==> src/rtl/image_sequence_ctrl_if.sv <==
// -----------------------------------------------------------------------------
// image_sequence_ctrl_if
// Handshake bundle between the frame sequencer, the config store (delay fetch)
// and the A-line transmit engine.
//   dly_rd_req / dly_aline / dly_rd_ack : delay fetch request and one-cycle ack
//   tx_start / tx_ch_mask / tx_done     : A-line launch pulse, channel mask, done pulse
//   mem_clear                           : receive memory drained
// Modports: master = sequencer side, slave = config store / engine side.
// -----------------------------------------------------------------------------
interface image_sequence_ctrl_if #(
    parameter int NUM_CH  = 8,
    parameter int ALINE_W = 5
);
    logic               dly_rd_req;
    logic [ALINE_W-1:0] dly_aline;
    logic               dly_rd_ack;
    logic               tx_start;
    logic [NUM_CH-1:0]  tx_ch_mask;
    logic               tx_done;
    logic               mem_clear;

    modport master (
        output dly_rd_req, dly_aline, tx_start, tx_ch_mask,
        input  dly_rd_ack, tx_done, mem_clear
    );

    modport slave (
        input  dly_rd_req, dly_aline, tx_start, tx_ch_mask,
        output dly_rd_ack, tx_done, mem_clear
    );
endinterface

==> src/rtl/image_sequence_ctrl.sv <==
// -----------------------------------------------------------------------------
// image_sequence_ctrl
// Frame sequencer: fires the latched number of A-lines per image. For every
// A-line it fetches delays (req/ack), pulses tx_start, waits tx_done, then waits
// for receive-memory clear and the PRF holdoff before the next A-line.
// Abort drains the in-flight A-line; a saturating timeout guards every wait.
//
// Ports
//   clk, rst_n              clock, asynchronous active-low reset
//   i_start                 frame request (sampled in IDLE only)
//   i_abort                 stop frame after in-flight A-line drains
//   i_cfg_busy              config store updating, blocks start
//   i_num_alines            A-lines per frame (0 = start ignored)
//   i_prf_holdoff           minimum cycles between consecutive tx_start
//   i_ch_mask_in            enabled channels, latched at frame start
//   bus (master)            delay fetch + engine handshake
//   o_busy                  high in every state except IDLE
//   o_transmit_in_progress  high from first LOAD to frame end
//   o_aline_idx             current A-line index
//   o_frame_done            one-cycle pulse on normal frame completion
//   o_timeout_err           sticky, cleared by next accepted start
//
// Build option
//   IMAGE_SEQ_CONTINUOUS_EN : when defined, frames repeat back to back
//   (index wraps to 0 through WAIT_CLR) until abort or timeout.
// -----------------------------------------------------------------------------
module image_sequence_ctrl #(
    parameter int NUM_CH    = 8,
    parameter int ALINE_W   = 5,
    parameter int PRF_W     = 16,
    parameter int TIMEOUT_W = 20
) (
    input  logic                 clk,
    input  logic                 rst_n,
    input  logic                 i_start,
    input  logic                 i_abort,
    input  logic                 i_cfg_busy,
    input  logic [ALINE_W-1:0]   i_num_alines,
    input  logic [PRF_W-1:0]     i_prf_holdoff,
    input  logic [NUM_CH-1:0]    i_ch_mask_in,
    image_sequence_ctrl_if.master bus,
    output logic                 o_busy,
    output logic                 o_transmit_in_progress,
    output logic [ALINE_W-1:0]   o_aline_idx,
    output logic                 o_frame_done,
    output logic                 o_timeout_err
);

    typedef enum logic [2:0] {
        S_IDLE     = 3'd0,
        S_LOAD     = 3'd1,
        S_FIRE     = 3'd2,
        S_WAIT_TX  = 3'd3,
        S_WAIT_CLR = 3'd4,
        S_DRAIN    = 3'd5
    } state_t;

    localparam logic [ALINE_W-1:0]   A_ZERO   = {ALINE_W{1'b0}};
    localparam logic [ALINE_W-1:0]   A_ONE    = {{(ALINE_W-1){1'b0}}, 1'b1};
    localparam logic [PRF_W-1:0]     P_ZERO   = {PRF_W{1'b0}};
    localparam logic [PRF_W-1:0]     P_ONE    = {{(PRF_W-1){1'b0}}, 1'b1};
    localparam logic [TIMEOUT_W-1:0] T_ZERO   = {TIMEOUT_W{1'b0}};
    localparam logic [TIMEOUT_W-1:0] T_ONE    = {{(TIMEOUT_W-1){1'b0}}, 1'b1};
    localparam logic [TIMEOUT_W-1:0] T_MAX    = {TIMEOUT_W{1'b1}};
    localparam logic [NUM_CH-1:0]    M_ZERO   = {NUM_CH{1'b0}};

    state_t               r_state;
    logic [ALINE_W-1:0]   r_num;
    logic [PRF_W-1:0]     r_prf_hold;
    logic [NUM_CH-1:0]    r_mask;
    logic [ALINE_W-1:0]   r_aline_idx;
    logic [PRF_W-1:0]     r_prf_cnt;
    logic [TIMEOUT_W-1:0] r_tmo_cnt;
    logic                 r_clr_seen;
    logic                 r_dly_rd_req;
    logic [ALINE_W-1:0]   r_dly_aline;
    logic                 r_tx_start;
    logic                 r_busy;
    logic                 r_tip;
    logic                 r_frame_done;
    logic                 r_timeout_err;

    logic                 w_start_ok;
    logic                 w_last_aline;
    logic                 w_tmo_sat;
    logic                 w_prf_zero;
    logic                 w_clr_ok;
    logic [ALINE_W-1:0]   w_next_idx;

    assign w_start_ok   = i_start & ~i_cfg_busy & ~i_abort & (i_num_alines != A_ZERO);
    // Terminal compare against the latched count, so the index never wraps mid-frame.
    assign w_last_aline = (r_aline_idx == (r_num - A_ONE));
    assign w_tmo_sat    = (r_tmo_cnt == T_MAX);
    assign w_prf_zero   = (r_prf_cnt == P_ZERO);
    // A mem_clear pulse that arrived while the PRF holdoff was still running counts.
    assign w_clr_ok     = bus.mem_clear | r_clr_seen;
`ifdef IMAGE_SEQ_CONTINUOUS_EN
    assign w_next_idx   = w_last_aline ? A_ZERO : (r_aline_idx + A_ONE);
`else
    assign w_next_idx   = r_aline_idx + A_ONE;
`endif

    assign bus.dly_rd_req         = r_dly_rd_req;
    assign bus.dly_aline          = r_dly_aline;
    assign bus.tx_start           = r_tx_start;
    assign bus.tx_ch_mask         = r_mask;
    assign o_busy                 = r_busy;
    assign o_transmit_in_progress = r_tip;
    assign o_aline_idx            = r_aline_idx;
    assign o_frame_done           = r_frame_done;
    assign o_timeout_err          = r_timeout_err;

    // Sequencer FSM with all registered outputs.
    always_ff @(posedge clk or negedge rst_n) begin
        if (!rst_n) begin
            r_state       <= S_IDLE;
            r_num         <= A_ZERO;
            r_prf_hold    <= P_ZERO;
            r_mask        <= M_ZERO;
            r_aline_idx   <= A_ZERO;
            r_prf_cnt     <= P_ZERO;
            r_tmo_cnt     <= T_ZERO;
            r_clr_seen    <= 1'b0;
            r_dly_rd_req  <= 1'b0;
            r_dly_aline   <= A_ZERO;
            r_tx_start    <= 1'b0;
            r_busy        <= 1'b0;
            r_tip         <= 1'b0;
            r_frame_done  <= 1'b0;
            r_timeout_err <= 1'b0;
        end else begin
            r_tx_start   <= 1'b0;
            r_frame_done <= 1'b0;
            // PRF holdoff runs down in every active state; FIRE reloads it below.
            if ((r_state != S_IDLE) && !w_prf_zero) begin
                r_prf_cnt <= r_prf_cnt - P_ONE;
            end

            case (r_state)
                S_IDLE: begin
                    r_prf_cnt    <= P_ZERO;
                    r_tmo_cnt    <= T_ZERO;
                    r_dly_rd_req <= 1'b0;
                    r_tip        <= 1'b0;
                    r_busy       <= 1'b0;
                    if (w_start_ok) begin
                        r_num         <= i_num_alines;
                        r_prf_hold    <= i_prf_holdoff;
                        r_mask        <= i_ch_mask_in;
                        r_aline_idx   <= A_ZERO;
                        r_dly_aline   <= A_ZERO;
                        r_timeout_err <= 1'b0;
                        r_clr_seen    <= 1'b0;
                        r_dly_rd_req  <= 1'b1;
                        r_busy        <= 1'b1;
                        r_tip         <= 1'b1;
                        r_state       <= S_LOAD;
                    end
                end

                S_LOAD: begin
                    if (i_abort) begin
                        r_state      <= S_IDLE;
                        r_busy       <= 1'b0;
                        r_tip        <= 1'b0;
                        r_dly_rd_req <= 1'b0;
                    end else if (bus.dly_rd_ack) begin
                        r_dly_rd_req <= 1'b0;
                        r_tx_start   <= 1'b1;
                        r_state      <= S_FIRE;
                    end else if (w_tmo_sat) begin
                        r_timeout_err <= 1'b1;
                        r_state       <= S_IDLE;
                        r_busy        <= 1'b0;
                        r_tip         <= 1'b0;
                        r_dly_rd_req  <= 1'b0;
                    end else begin
                        r_tmo_cnt <= r_tmo_cnt + T_ONE;
                    end
                end

                S_FIRE: begin
                    r_prf_cnt <= r_prf_hold;
                    r_tmo_cnt <= T_ZERO;
                    r_state   <= i_abort ? S_DRAIN : S_WAIT_TX;
                end

                S_WAIT_TX: begin
                    if (bus.tx_done) begin
                        r_tmo_cnt <= T_ZERO;
                        if (i_abort) begin
                            r_state <= S_IDLE;
                            r_busy  <= 1'b0;
                            r_tip   <= 1'b0;
                        end else if (w_last_aline) begin
                            r_frame_done <= 1'b1;
`ifdef IMAGE_SEQ_CONTINUOUS_EN
                            r_state      <= S_WAIT_CLR;
`else
                            r_state      <= S_IDLE;
                            r_busy       <= 1'b0;
                            r_tip        <= 1'b0;
`endif
                        end else begin
                            r_state <= S_WAIT_CLR;
                        end
                    end else if (i_abort) begin
                        r_tmo_cnt <= r_tmo_cnt + T_ONE;
                        r_state   <= S_DRAIN;
                    end else if (w_tmo_sat) begin
                        r_timeout_err <= 1'b1;
                        r_state       <= S_IDLE;
                        r_busy        <= 1'b0;
                        r_tip         <= 1'b0;
                    end else begin
                        r_tmo_cnt <= r_tmo_cnt + T_ONE;
                    end
                end

                S_WAIT_CLR: begin
                    if (i_abort) begin
                        r_state <= S_IDLE;
                        r_busy  <= 1'b0;
                        r_tip   <= 1'b0;
                    end else if (w_clr_ok && w_prf_zero) begin
                        r_aline_idx  <= w_next_idx;
                        r_dly_aline  <= w_next_idx;
                        r_dly_rd_req <= 1'b1;
                        r_clr_seen   <= 1'b0;
                        r_tmo_cnt    <= T_ZERO;
                        r_state      <= S_LOAD;
                    end else if (w_tmo_sat) begin
                        r_timeout_err <= 1'b1;
                        r_state       <= S_IDLE;
                        r_busy        <= 1'b0;
                        r_tip         <= 1'b0;
                    end else begin
                        r_tmo_cnt <= r_tmo_cnt + T_ONE;
                        if (bus.mem_clear) begin
                            r_clr_seen <= 1'b1;
                        end
                    end
                end

                S_DRAIN: begin
                    if (bus.tx_done) begin
                        r_state <= S_IDLE;
                        r_busy  <= 1'b0;
                        r_tip   <= 1'b0;
                    end else if (w_tmo_sat) begin
                        r_timeout_err <= 1'b1;
                        r_state       <= S_IDLE;
                        r_busy        <= 1'b0;
                        r_tip         <= 1'b0;
                    end else begin
                        r_tmo_cnt <= r_tmo_cnt + T_ONE;
                    end
                end

                default: begin
                    r_state      <= S_IDLE;
                    r_busy       <= 1'b0;
                    r_tip        <= 1'b0;
                    r_dly_rd_req <= 1'b0;
                end
            endcase
        end
    end

endmodule

==> src/flat_wrapper.sv <==
// flat-port wrapper written by rule: the top's interface ports become plain ports
module image_sequence_ctrl_flat 
#(
    parameter int NUM_CH    = 8,
    parameter int ALINE_W   = 5,
    parameter int PRF_W     = 16,
    parameter int TIMEOUT_W = 20
)
  (clk, rst_n, i_start, i_abort, i_cfg_busy, i_num_alines, i_prf_holdoff, i_ch_mask_in, o_busy, o_transmit_in_progress, o_aline_idx, o_frame_done, o_timeout_err, bus_dly_rd_req, bus_dly_aline, bus_tx_start, bus_tx_ch_mask, bus_dly_rd_ack, bus_tx_done, bus_mem_clear);
  image_sequence_ctrl_if #(.NUM_CH(NUM_CH), .ALINE_W(ALINE_W)) bus_i ();
  input  logic clk;
  input  logic rst_n;
  input  logic i_start;
  input  logic i_abort;
  input  logic i_cfg_busy;
  input  logic [ALINE_W-1:0] i_num_alines;
  input  logic [PRF_W-1:0] i_prf_holdoff;
  input  logic [NUM_CH-1:0] i_ch_mask_in;
  output logic o_busy;
  output logic o_transmit_in_progress;
  output logic [ALINE_W-1:0] o_aline_idx;
  output logic o_frame_done;
  output logic o_timeout_err;
  output wire logic [$bits(bus_i.dly_rd_req)-1:0] bus_dly_rd_req;
  output wire logic [$bits(bus_i.dly_aline)-1:0] bus_dly_aline;
  output wire logic [$bits(bus_i.tx_start)-1:0] bus_tx_start;
  output wire logic [$bits(bus_i.tx_ch_mask)-1:0] bus_tx_ch_mask;
  input wire logic [$bits(bus_i.dly_rd_ack)-1:0] bus_dly_rd_ack;
  input wire logic [$bits(bus_i.tx_done)-1:0] bus_tx_done;
  input wire logic [$bits(bus_i.mem_clear)-1:0] bus_mem_clear;
  assign bus_dly_rd_req = bus_i.dly_rd_req;
  assign bus_dly_aline = bus_i.dly_aline;
  assign bus_tx_start = bus_i.tx_start;
  assign bus_tx_ch_mask = bus_i.tx_ch_mask;
  assign bus_i.dly_rd_ack = bus_dly_rd_ack;
  assign bus_i.tx_done = bus_tx_done;
  assign bus_i.mem_clear = bus_mem_clear;
  image_sequence_ctrl #(.NUM_CH(NUM_CH), .ALINE_W(ALINE_W), .PRF_W(PRF_W), .TIMEOUT_W(TIMEOUT_W)) u_core (.clk(clk), .rst_n(rst_n), .i_start(i_start), .i_abort(i_abort), .i_cfg_busy(i_cfg_busy), .i_num_alines(i_num_alines), .i_prf_holdoff(i_prf_holdoff), .i_ch_mask_in(i_ch_mask_in), .bus(bus_i), .o_busy(o_busy), .o_transmit_in_progress(o_transmit_in_progress), .o_aline_idx(o_aline_idx), .o_frame_done(o_frame_done), .o_timeout_err(o_timeout_err));
endmodule
==> config.mk <==
export PLATFORM = sky130hd
export DESIGN_NAME = image_sequence_ctrl_flat
export DESIGN_NICKNAME = d
export VERILOG_FILES = /design/src/rtl/image_sequence_ctrl_if.sv /design/src/rtl/image_sequence_ctrl.sv /design/src/flat_wrapper.sv
export SDC_FILE = /design/constraint.sdc
export NUM_CORES = 1
export LEC_CHECK = 0
export ABC_AREA = 1
export BUFFER_PORTS_ARGS = -buffer_cell sky130_fd_sc_hd__buf_2
export CORE_MARGIN = 2
export CORE_UTILIZATION = 50
export CTS_CLUSTER_DIAMETER = 40
export CTS_CLUSTER_SIZE = 28
export DETAILED_ROUTE_END_ITERATION = 8
export PLACE_DENSITY = 0.7
export SLEW_MARGIN = 30
export SYNTH_ARGS = -nofsm -noshare
export SYNTH_HDL_FRONTEND = slang
export SYNTH_SLANG_ARGS = --single-unit
==> constraint.sdc <==
create_clock -name clk -period 5.2 [get_ports clk]
set_input_delay 0.52 -clock clk [delete_from_list [all_inputs] [get_ports clk]]
set_output_delay 0.52 -clock clk [all_outputs]
set_load 0.02 [all_outputs]
==> flow_summary_export.csv <==
group,metric,value,unit
power,vdd_drop_max,0.311,mV
cells_and_area,utilization,57.4,%
clock_network,cts.htree.levels,3,
routing,ant_nets,0,
grt,grt_pass1_wl,21500,µm
routing,drt_iter0_drc,320,
yosys,synth_area,0.00504,mm²
clock_network,path_clk_slew,90,ps
clock_network,post_cts_buffers,0,
grt,grt_pass1_vias,4598,
yosys,ys_seq_elements,80,
job,cap_violations,0,
sta,maxSlewViolCount,0,
placed_design,port_buffers,60,
yosys,synth_area_leader_cell,"dfrtp_1",
sta,rsz0062_at_grt,"no",
routing,first_pass_iters,5,
sta,finClkSkew,13.9,ps
grt,antenna_found_initial,0,
yosys,ys_warn_count,0,
clock_network,cts_hold_buf,0,
sta,setup_violations,0,
clock_network,cts_tree,"built",
grt,gr-usage-met2,38.3,%
grt,grt_max_degree,81,
sta,tightestPinTransition,731,ps
setup_path,path_max_fanout,17,
yosys,ys_types,42,
routing,vias,4846,
worst_hold_path,hp-class,"primary input to async pin",
placed_design,dp_hpwl,9050,µm
floorplan,coreArea,0.00977,mm²
floorplan,die_x,104,µm
setup_path,worstSetupStartpointType,"register",
sta,slew_headroom,51.3,%
routing,wl,12400,µm
routing,wl_per_cell,13.5,µm
setup_path,crit_type,"register to register",
setup_path,end_kind,"register",
floorplan,num_rows,36,
yosys,avgSynthCellArea,6.91,µm²
grt,met3_usage,5.83,%
yosys,yosysTopAreaCellShare,39.7,%
placed_design,gp_congestion,0.877,
yosys,yosysSeqAreaShare,39.7,%
run_status,status,"finished clean",
yosys,netlist_instances,730,
sta,post-route-min-period,2260,ps
cells_and_area,nets,823,
sta,finalHoldViolations,0,
power,p_sw,1.23,mW
sta,max_freq,0.442,GHz
grt,grt.busiest_layer,"met2",
grt,met1_usage,33.5,%
routing,drc,0,
power,switching_share,45.9,%
cells_and_area,synthToLayoutAreaGrowth,11.2,%
clock_network,cts.sinks,80,
yosys,mappedNetlistNets,772,
clock_network,insertion_delay,390,ps
floorplan,start_util,51.6,%
sta,tns,0,ps
sta,finalCritPeriodShare,43.5,%
power,p_leak,3.00,nW
routing,vias_per_cell,5.27,
grt,grtUsageTotal,24.2,%
power,clkPwrFrac,18.6,%
power,intPower,1.45,mW
power,cellPowerDensity,479,mW/mm²
cells_and_area,diodes,0,
cells_and_area,drive_gt1_share,13.9,%
yosys,synthTopCellsByArea,"dfrtp_1, nand2_1, nand3_1",
setup_path,required,5510,ps
setup_path,ff2ff_path_depth,5,
clock_network,cts_root_buffer,"clkbuf_8",
clock_network,numCtsBuffers,9,
clock_network,cts_buffer_depth,2,
floorplan,die_height,104,µm
grt,grt-ovfl-total,0,
setup_path,cp.arrival,2570,ps
power,comb_power_share,45.1,%
floorplan,ios,61,
floorplan,dieArea,0.0109,mm²
clock_network,cts_resized,0,
power,pwr-share-seq,36.3,%
-- synth_stat cells, drive strengths merged --
cell and n:
buf 15, o21bai 3, ha 5, o21ai 41, a22oi 2, a21boi 3, o21a 1, nand2 265
nor3 11, clkinv 4, and3 2, inv 76, and2 1, nand4 11, xor2 12, a21oi 16
clkbuf 6, nor4 2, o221ai 1, or2 5, nor2 72, nand3 82, xnor2 5, dfrtp 80
nand3b 1, nor3b 3, o211ai 5
-- layout make-up --
| type | instances | area [µm²] |
|---|---|---|
| fillers | 969 | 4170 |
| multi-input cells | 549 | 2610 |
| flip-flops and latches | 80 | 2000 |
| repair buffers | 61 | 314 |
| inverters | 80 | 307 |
| well taps | 133 | 166 |
| clock buffers | 9 | 124 |
| clock inverters | 7 | 85.1 |
-- critical path, stage by stage (launching register included) --
cell and delay (ps):
dfrtp_1 510, nor2_1 360, clkinv_1 510, nand2_1 300, clkinv_1 290, a21oi_1 210
-- path summary, 6_finish.rpt --
check	to	startpoint	slack (ps)
worst max register to register	u_core.r_prf_cnt[14]	u_core.r_state[2]	2940
min in group clk	u_core.r_prf_hold[0]	i_prf_holdoff[0]	310
max in group asynchronous	u_core.r_prf_cnt[6]	rst_n	4540
worst min register to register	u_core.bus.tx_ch_mask[3]	u_core.bus.tx_ch_mask[3]	480
worst min-delay path	u_core.r_prf_hold[10]	rst_n	140
worst max-delay path	u_core.r_prf_cnt[14]	u_core.r_state[2]	2940
-- sequential cells by signal, summed over array words and instances, names as in the netlist, 3 cells and up --
signal	count
u_core.r_prf_hold	16
u_core.r_state	3
u_core.bus.tx_ch_mask	8
u_core.r_prf_cnt	16
u_core.bus.dly_aline	5
u_core.r_tmo_cnt	20
u_core.r_num	5
-- cells in the final DEF, fill, tap and decap left out, types with 3 or more instances in the layout --
cell	n
dfrtp_1	80
nor3_1	10
ha_1	5
clkinv_1	3
nand4_1	10
a21oi_1	16
buf_2	59
nor2_1	63
nor2_2	6
nand3_2	4
o21ai_1	6
o211ai_1	5
o21ai_0	35
nor3b_1	3
or2_2	5
o21bai_1	3
nand2_2	7
nand2_1	258
nand3_1	78
xnor2_1	5
xor2_1	12
inv_8	3
inv_1	73
clkbuf_8	9
-- power groups by stage --
stage                     Sequential [mW]  Combinational, mW  Clock [mW]
after CTS                           0.973               1.22       0.505
after detailed placement            0.983               1.21           0
after global placement              0.978               1.18           0
after global routing                 1.01               1.39       0.530
final                               0.974               1.21       0.501
after floorplan                     0.995              0.897           0
-- through the flow --
| stage | hold slack [ps] | worst slack (ps) | std cells | total power, mW | cell area (µm²) |
|---|---|---|---|---|---|
| 4_1_cts | 203 | 2930 | 919 | 2.69 | 5610 |
| 6_report | 143 | 2940 | 919 | 2.69 | 5610 |
| 3_3_place_gp | 457 | 2840 | 903 | 2.16 | 5390 |
| 3_5_place_dp | 465 | 2770 | 903 | 2.19 | 5400 |
| 5_1_grt | 224 | 2710 | 919 | 2.92 | 5610 |
| 2_1_floorplan | 224 | 3480 | 730 | 1.89 | 5040 |
-- kinds of logic after synthesis --
family | synth area share (%)
and+or+nand+nor | 39.5
buffers and inverters | 8.56
DFF | 39.7
AOI/OAI and AO/OA | 7.99
xor gates and xnor gates | 2.95
adders and majority gates | 1.24
-- layer usage --
layer	wire length (µm)	vias up	part of all wire [%]
met1	5740	2252	46
li1	-	2431	-
met4	135	0	1.1
met5	0	-	0
met3	801	15	6.5
met2	5720	148	46
No activity file was read; power rests on OpenSTA's default activity.
